[config.mk]
export PLATFORM = sky130hd
export DESIGN_NAME = vga_frame_capture
export DESIGN_NICKNAME = d
export VERILOG_FILES = /design/src/rtl/vga_cap_pkg.sv /design/src/rtl/vga_sync_edge_det.sv /design/src/rtl/vga_frame_capture.sv
export SDC_FILE = /design/constraint.sdc
export NUM_CORES = 1
export LEC_CHECK = 0
export CAP_MARGIN = 20
export CELL_PAD_IN_SITES_DETAIL_PLACEMENT = 0
export CELL_PAD_IN_SITES_GLOBAL_PLACEMENT = 1
export CORE_UTILIZATION = 48
export DETAILED_ROUTE_END_ITERATION = 6
export PLACE_DENSITY = 0.88
export RECOVER_POWER = 25
export SYNTH_ARGS = -nofsm -noshare
export SYNTH_HDL_FRONTEND = slang
export SYNTH_SLANG_ARGS = --single-unit
[constraint.sdc]
create_clock -name dclk -period 7.03 [get_ports dclk]
set_input_delay 1.406 -clock dclk [delete_from_list [all_inputs] [get_ports dclk]]
set_output_delay 1.406 -clock dclk [all_outputs]
set_load 0.01 [all_outputs]
[src/rtl/vga_cap_pkg.sv]
// ---------------------------------------------------------------------------
// vga_cap_pkg
//   Shared definitions for the VGA frame capture block.
//   - cap_state_e : capture FSM state encoding
//   - default 640x480 timing constants, identical to the display driver's
//     800/521/96/2/144/784/31/511 set, so the two sides stay in lock-step
//   - luma()      : 3-3-2 RGB to 5-bit unsigned brightness sum
// ---------------------------------------------------------------------------
package vga_cap_pkg;

  typedef enum logic [1:0] {
    IDLE    = 2'd0,
    ARM     = 2'd1,
    CAPTURE = 2'd2,
    DONE    = 2'd3
  } cap_state_e;

  // Display driver timing (pixel clock cycles / lines)
  localparam int H_TOTAL     = 800;
  localparam int V_TOTAL     = 521;
  localparam int H_SYNC_W    = 96;
  localparam int V_SYNC_W    = 2;
  localparam int H_ACT_START = 144;
  localparam int H_ACT_END   = 784;
  localparam int V_ACT_START = 31;
  localparam int V_ACT_END   = 511;

  localparam int LUMA_THRESH = 9;

  // Position counters are 10 bits wide and saturate instead of wrapping,
  // so a missing sync never aliases back into the active window.
  localparam int              CNT_W   = 10;
  localparam logic [CNT_W-1:0] CNT_MAX = 10'd1023;

  // Value of an idle (deasserted) active-low sync line.
  localparam logic SYNC_IDLE = 1'b1;

  function automatic logic [4:0] luma(input logic [2:0] r,
                                      input logic [2:0] g,
                                      input logic [1:0] b);
    return 5'(r) + 5'(g) + 5'(b);
  endfunction

endpackage

[src/rtl/vga_sync_edge_det.sv]
// ---------------------------------------------------------------------------
// vga_sync_edge_det
//   Input register plus falling-edge detector for one active-low sync line.
//   Both flops reset to the idle level, so leaving reset never looks like
//   a sync edge.
//
// Ports
//   dclk    in   pixel clock
//   clr     in   asynchronous active-high reset
//   sync_i  in   raw sync pin (active low)
//   fall_o  out  high for one cycle when the registered sync goes 1 -> 0
// ---------------------------------------------------------------------------
module vga_sync_edge_det
  import vga_cap_pkg::*;
(
  input  logic dclk,
  input  logic clr,
  input  logic sync_i,
  output logic fall_o
);

  logic sync_q;   // pin sampled once
  logic prev_q;   // previous value of sync_q

  always_ff @(posedge dclk or posedge clr) begin
    if (clr) begin
      sync_q <= SYNC_IDLE;
      prev_q <= SYNC_IDLE;
    end else begin
      sync_q <= sync_i;
      prev_q <= sync_q;
    end
  end

  assign fall_o = prev_q & ~sync_q;

endmodule

[src/rtl/vga_frame_capture.sv]
// ---------------------------------------------------------------------------
// vga_frame_capture
//   Samples a VGA stream (active-low hsync/vsync, 3-3-2 RGB) on the pixel
//   clock, recovers the pixel position from the sync falling edges and, for
//   one requested frame, writes a thresholded 1-bit value per active pixel
//   into the bitmap RAM in raster order.
//
// Build option
//   VGA_CAP_LINE_CHECK_EN : when defined, every hsync edge during a capture
//                           must close a line of exactly HTOTAL cycles, or
//                           the capture aborts with sync_err.
//
// Ports
//   dclk         in   pixel clock
//   clr          in   asynchronous active-high reset
//   hsync        in   horizontal sync, active low
//   vsync        in   vertical sync, active low
//   red/green    in   3-bit colour components
//   blue         in   2-bit colour component
//   capture_req  in   single-cycle request to capture the next frame
//   wr_en        out  bitmap RAM write strobe
//   wr_addr      out  write address, y*WIDTH+x
//   wr_data      out  1 when red+green+blue >= THRESH
//   busy         out  capture in progress (FSM not idle)
//   frame_done   out  one-cycle pulse after the last write of a frame
//   sync_err     out  sticky: early vsync (or bad line length); cleared by
//                     the next accepted capture_req
// ---------------------------------------------------------------------------
module vga_frame_capture
  import vga_cap_pkg::*;
#(
  parameter int WIDTH  = H_ACT_END - H_ACT_START,
  parameter int HEIGHT = V_ACT_END - V_ACT_START,
  parameter int HBP    = H_ACT_START,
  parameter int VBP    = V_ACT_START,
  parameter int HTOTAL = H_TOTAL,
  parameter int THRESH = LUMA_THRESH,
  parameter int ADDR_W = $clog2(WIDTH * HEIGHT)
) (
  input  logic              dclk,
  input  logic              clr,
  input  logic              hsync,
  input  logic              vsync,
  input  logic [2:0]        red,
  input  logic [2:0]        green,
  input  logic [1:0]        blue,
  input  logic              capture_req,
  output logic              wr_en,
  output logic [ADDR_W-1:0] wr_addr,
  output logic              wr_data,
  output logic              busy,
  output logic              frame_done,
  output logic              sync_err
);

  localparam logic [CNT_W-1:0]  H_START   = CNT_W'(HBP);
  localparam logic [CNT_W-1:0]  H_STOP    = CNT_W'(HBP + WIDTH);
  localparam logic [CNT_W-1:0]  V_START   = CNT_W'(VBP);
  localparam logic [CNT_W-1:0]  V_STOP    = CNT_W'(VBP + HEIGHT);
  localparam logic [ADDR_W-1:0] LAST_ADDR = ADDR_W'(WIDTH * HEIGHT - 1);
  localparam logic [4:0]        THRESH_L  = 5'(THRESH);
`ifdef VGA_CAP_LINE_CHECK_EN
  // hc value seen at the closing hsync edge of a correctly sized line.
  localparam logic [CNT_W-1:0]  HC_LINE_END = CNT_W'(HTOTAL - 1);
`endif

  // -------------------------------------------------------------------------
  // Input stage: sync edge detectors (bit 0 = hsync, bit 1 = vsync) and the
  // colour register, all one cycle behind the pins.
  // -------------------------------------------------------------------------
  logic [1:0] sync_pins;
  logic [1:0] sync_fall;
  logic       hs_fall;
  logic       vs_fall;

  assign sync_pins = {vsync, hsync};

  generate
    for (genvar gi = 0; gi < 2; gi++) begin : g_sync
      vga_sync_edge_det u_edge (
        .dclk   (dclk),
        .clr    (clr),
        .sync_i (sync_pins[gi]),
        .fall_o (sync_fall[gi])
      );
    end
  endgenerate

  assign hs_fall = sync_fall[0];
  assign vs_fall = sync_fall[1];

  logic [2:0] red_q;
  logic [2:0] green_q;
  logic [1:0] blue_q;

  always_ff @(posedge dclk or posedge clr) begin
    if (clr) begin
      red_q   <= '0;
      green_q <= '0;
      blue_q  <= '0;
    end else begin
      red_q   <= red;
      green_q <= green;
      blue_q  <= blue;
    end
  end

  // -------------------------------------------------------------------------
  // Position counters.
  // The colour in red_q/green_q/blue_q is the pixel that arrived together
  // with the edge being detected this cycle, so that pixel's coordinates
  // are the *next* counter values (hc_d/vc_d), not hc_q/vc_q. Using the
  // next values keeps the pin-to-write latency at two cycles.
  // -------------------------------------------------------------------------
  logic [CNT_W-1:0] hc_q, hc_d;
  logic [CNT_W-1:0] vc_q, vc_d;

  always_comb begin
    hc_d = hc_q;
    vc_d = vc_q;

    if (hs_fall) begin
      hc_d = '0;
    end else if (hc_q != CNT_MAX) begin
      hc_d = hc_q + 10'd1;
    end

    // vsync edge wins over a coincident hsync edge.
    if (vs_fall) begin
      vc_d = '0;
    end else if (hs_fall && (vc_q != CNT_MAX)) begin
      vc_d = vc_q + 10'd1;
    end
  end

  always_ff @(posedge dclk or posedge clr) begin
    if (clr) begin
      hc_q <= '0;
      vc_q <= '0;
    end else begin
      hc_q <= hc_d;
      vc_q <= vc_d;
    end
  end

  logic pix_active;
  logic pix_bright;

  assign pix_active = (hc_d >= H_START) && (hc_d < H_STOP) &&
                      (vc_d >= V_START) && (vc_d < V_STOP);
  assign pix_bright = (luma(red_q, green_q, blue_q) >= THRESH_L);

  // -------------------------------------------------------------------------
  // Capture FSM and output register.
  // -------------------------------------------------------------------------
  cap_state_e        state_q, state_d;
  logic [ADDR_W-1:0] addr_q, addr_d;
  logic              sync_err_q, sync_err_d;
  logic              wr_en_q, wr_en_d;
  logic [ADDR_W-1:0] wr_addr_q, wr_addr_d;
  logic              wr_data_q, wr_data_d;
  logic              busy_q;
  logic              frame_done_q;
  logic              line_err;

  always_comb begin
    state_d    = state_q;
    addr_d     = addr_q;
    sync_err_d = sync_err_q;
    wr_en_d    = 1'b0;
    wr_addr_d  = '0;
    wr_data_d  = 1'b0;
    line_err   = 1'b0;

`ifdef VGA_CAP_LINE_CHECK_EN
    // hc_q still holds the length of the line that this edge closes.
    line_err = hs_fall && (hc_q != HC_LINE_END);
`endif

    unique case (state_q)
      IDLE: begin
        // A sync edge in this same cycle is deliberately not acted on;
        // the capture waits for the following vsync edge in ARM.
        if (capture_req) begin
          state_d    = ARM;
          sync_err_d = 1'b0;
        end
      end

      ARM: begin
        if (vs_fall) begin
          state_d = CAPTURE;
          addr_d  = '0;
        end
      end

      CAPTURE: begin
        if (vs_fall || line_err) begin
          sync_err_d = 1'b1;
          state_d    = IDLE;
        end else if (pix_active) begin
          wr_en_d   = 1'b1;
          wr_addr_d = addr_q;
          wr_data_d = pix_bright;
          addr_d    = addr_q + ADDR_W'(1);
          if (addr_q == LAST_ADDR) begin
            state_d = DONE;
          end
        end
      end

      DONE: begin
        state_d = IDLE;
      end

      default: begin
        state_d = IDLE;
      end
    endcase
  end

  always_ff @(posedge dclk or posedge clr) begin
    if (clr) begin
      state_q      <= IDLE;
      addr_q       <= '0;
      sync_err_q   <= 1'b0;
      wr_en_q      <= 1'b0;
      wr_addr_q    <= '0;
      wr_data_q    <= 1'b0;
      busy_q       <= 1'b0;
      frame_done_q <= 1'b0;
    end else begin
      state_q      <= state_d;
      addr_q       <= addr_d;
      sync_err_q   <= sync_err_d;
      wr_en_q      <= wr_en_d;
      wr_addr_q    <= wr_addr_d;
      wr_data_q    <= wr_data_d;
      // busy and frame_done are registered from state_q so they sit in the
      // same output stage as the writes: frame_done follows the last write,
      // and busy is still high while frame_done (or a new sync_err) shows.
      busy_q       <= (state_q != IDLE);
      frame_done_q <= (state_q == DONE);
    end
  end

  assign wr_en      = wr_en_q;
  assign wr_addr    = wr_addr_q;
  assign wr_data    = wr_data_q;
  assign busy       = busy_q;
  assign frame_done = frame_done_q;
  assign sync_err   = sync_err_q;

endmodule
==> impl_metrics.json <==
{
  "power.leakage_uw": 0.00201,
  "viasPerCell": 6.19,
  "grt_pass1_wl_um": 15900,
  "ys_types": 60,
  "io_buffers": 36,
  "cts_tree": "done",
  "peakVddDrop_uv": 108,
  "dieArea_um2": 9050,
  "grt_overflow": 0,
  "whs_path_depth": 0,
  "required_ns": 7.26,
  "synth-seq-cells": 77,
  "grt_pass1_vias": 3317,
  "power.net_switching_uw": 328,
  "rsz0062_at_grt": "no",
  "rrSetupSlack_ns": 3.50,
  "postCtsSetupBuffers": 0,
  "cts.sinks": 77,
  "fmax_mhz": 284,
  "synthFlopType": "dfrtp_1",
  "track_usage": 0.226,
  "pwr-share-comb": 0.177,
  "r2r-start": "state_q[1]",
  "dieWidth_um": 95.1,
  "hold_viol_final": 0,
  "core_um2": 8300,
  "fin_worst_skew_ns": 0.0108,
  "synthesis.nets": 453,
  "ys_async_sr_fraction": 1.00,
  "vias": 3498,
  "antenna_found_initial": 0,
  "hpwl_um": 5880,
  "period_share": 0.502,
  "reg2reg_to": "addr_q[17]",
  "drive_gt1_frac": 0.0826,
  "layout_setup_ws_ns": 3.50,
  "drt_iter0_drc": 239,
  "cp-startpoint": "state_q[1]",
  "slew_viol_final": 74,
  "seqPwrFrac": 0.451,
  "fin_crit_ns": 3.53,
  "diodes": 0,
  "yosys_warnings": 0,
  "fillers": 733,
  "root_buffer": "clkbuf_8",
  "setup_viol": 0,
  "area_growth_syn_to_layout_pct": 15.5,
  "synth_area_leaders": "dfrtp_1 (44%), nand2_1 (4.6%), and3_1 (4.1%), nand4_1 (3.6%), a21oi_1 (2.9%)",
  "synth_largest_area_cell": "dfrtp_1",
  "wire_per_inst_um": 16.5,
  "nets": 477,
  "clk_transition_reported_paths_ns": 0.08,
  "end_kind": "flop",
  "run_status": "complete, but fails checks",
  "p_clk_frac": 0.373,
  "htreeDepth": 3,
  "synthCells": 431,
  "synth_top_area_share": 0.439,
  "worstSkewPairLatency_ns": 0.35,
  "syn_area_per_cell_um2": 9.66,
  "synth.most_common_cell": "dfrtp_1",
  "power_density_nw_per_um2": 229,
  "rows": 33,
  "ys_seq_area_frac": 0.464,
  "antenna_left": 0,
  "reg2regPathDepth": 8,
  "first_pass_iters": 4,
  "cpPeakStageDelay_ns": 1.20,
  "routed_wl_um": 9320,
  "worst_pin_slew_ns": 1.85,
  "hold_path.class": "flop to flop",
  "synthTopCellsByCount": "dfrtp_1 (73), nand2_1 (51), and3_1 (27), a21oi_1 (24), nand4_1 (24)",
  "final_util": 0.579,
  "finalSetupTns_ns": 0,
  "path_cells": "clkbuf_1 > inv_1 > nor3_2 > buf_4 > nand4_1 > nor3_1 > a41o_1 > a21oi_1",
  "io_pins": 37,
  "violations": "max-capacitance violations, max-slew violations",
  "p_int_uw": 772,
  "cp.arrival_ns": 3.76,
  "endpoint": "addr_q[17]",
  "cts_resized": 0,
  "drcViolationCount": 0,
  "hold_buffers": 0,
  "grt_max_degree": 78,
  "die_h_um": 95.1,
  "cts.path.max_buffers": 2,
  "critPathLaunchType": "flop",
  "cp_max_fo": 39,
  "cp_slowest_cell": "clkbuf_1",
  "drv_cap": 2,
  "start_util": 0.501,
  "synth_area_um2": 4160,
  "gp_congestion": 0.836,
  "synth_edf_count": 0,
  "slew_headroom": -0.232,
  "cts_made_buffers": 9,
  "critPathKind": "flop to flop",
  "post-place-ws_ns": 3.71,
  "swShare": 0.298
}
==> cell usage in the layout, fill, tap and decap left out, types with 4 or more instances in the layout <==
cell             Yosys  final
a211oi_1             4      4
a21oi_1             24     24
a31oi_1             14     14
a41oi_1              5      5
and2_1               5      5
and3_1              27     27
and4b_1              5      5
buf_4                1      4
clkbuf_8             0      9
clkdlybuf4s50_1      0     25
dfrtp_1             73     73
dlygate4sd3_1        0     11
ha_1                 6      6
inv_1               10      9
mux2i_1              5      5
nand2_1             51     51
nand2b_1             4      4
nand3_1             14     15
nand4_1             24     25
nor2_1              22     22
nor2b_1              4      4
nor3_1              13     12
nor4_1               6      6
nor4b_1              5      5
o211ai_1            14     14
o21ai_0             10     10
==> cells by family after synthesis <==
family / Yosys count / share of synthesized area
buf+inv: 40 / 0.0427
simple gates: 200 / 0.271
fa+ha+maj: 9 / 0.0325
compound gates: 95 / 0.162
flops: 77 / 0.464
mux: 7 / 0.0210
xor+xnor: 3 / 0.00632
==> through the flow <==
stage	hold slack [ns]	total power, uW	cell area, um^2	cells
final	0.368	1100	4800	565
after global routing	0.373	1150	4800	565
after CTS	0.370	1110	4810	564
after detailed placement	0.358	702	4560	548
after global placement	0.357	699	4560	548
after floorplan	0.354	638	4160	431
==> power by group through the flow <==
stage | sequential, uW | clock (uW) | combinational [uW]
floorplan | 495 | 0 | 142
global placement | 505 | 0 | 194
detailed placement | 507 | 0 | 195
CTS | 498 | 419 | 196
global route | 499 | 440 | 214
finish | 496 | 410 | 194
==> flip-flops by register name, summed over array words and instances, names as in the netlist <==
register,count
addr_q,19
blue_q,2
busy,1
frame_done,1
g_sync.u_edge.prev_q,2
g_sync.u_edge.sync_q,2
green_q,3
hc_q,10
red_q,3
state_q,2
sync_err,1
vc_q,10
wr_addr,19
wr_data,1
wr_en,1
==> metal layers <==
metal | routed length (um) | track usage | vias up | part of all wire
met5 | 0 | 0 | - | 0
met4 | 87 | 0.0859 | 0 | 0.0093
met3 | 515 | 0.0463 | 12 | 0.055
met2 | 4350 | 0.342 | 107 | 0.47
met1 | 4370 | 0.318 | 1723 | 0.47
li1 | - | - | 1656 | -
==> worst min path at each step <==
stage,start,to,slack (ns)
2_1_floorplan,g_sync[1].u_edge.sync_q,g_sync[1].u_edge.prev_q,0.35
3_3_place_gp,g_sync[1].u_edge.sync_q,g_sync[1].u_edge.prev_q,0.36
3_5_place_dp,g_sync[1].u_edge.sync_q,g_sync[1].u_edge.prev_q,0.36
4_1_cts,g_sync[1].u_edge.sync_q,g_sync[1].u_edge.prev_q,0.37
5_1_grt,g_sync[1].u_edge.sync_q,g_sync[1].u_edge.prev_q,0.37
6_report,g_sync[1].u_edge.sync_q,g_sync[1].u_edge.prev_q,0.37
==> critical path: cells and delay by family (launching register included) <==
kind	cells	cell delay (ns)
AOI/OAI and AO/OA	2	0.24
buffers and inverters	3	2.23
DFF	1	0.32
and+or+nand+nor	3	0.61
==> area by class of cell <==
class                      instances  area (um^2)  area share
inverter                          10         37.5     0.00781
sequential                        77         1930       0.402
timing repair buffer              43          418      0.0870
clock inverter                     7          124      0.0258
multi-input combinational        314         2040       0.424
tap                              105          131      0.0273
clock buffer                       9          124      0.0258
Power figures use the tool's default switching activity.
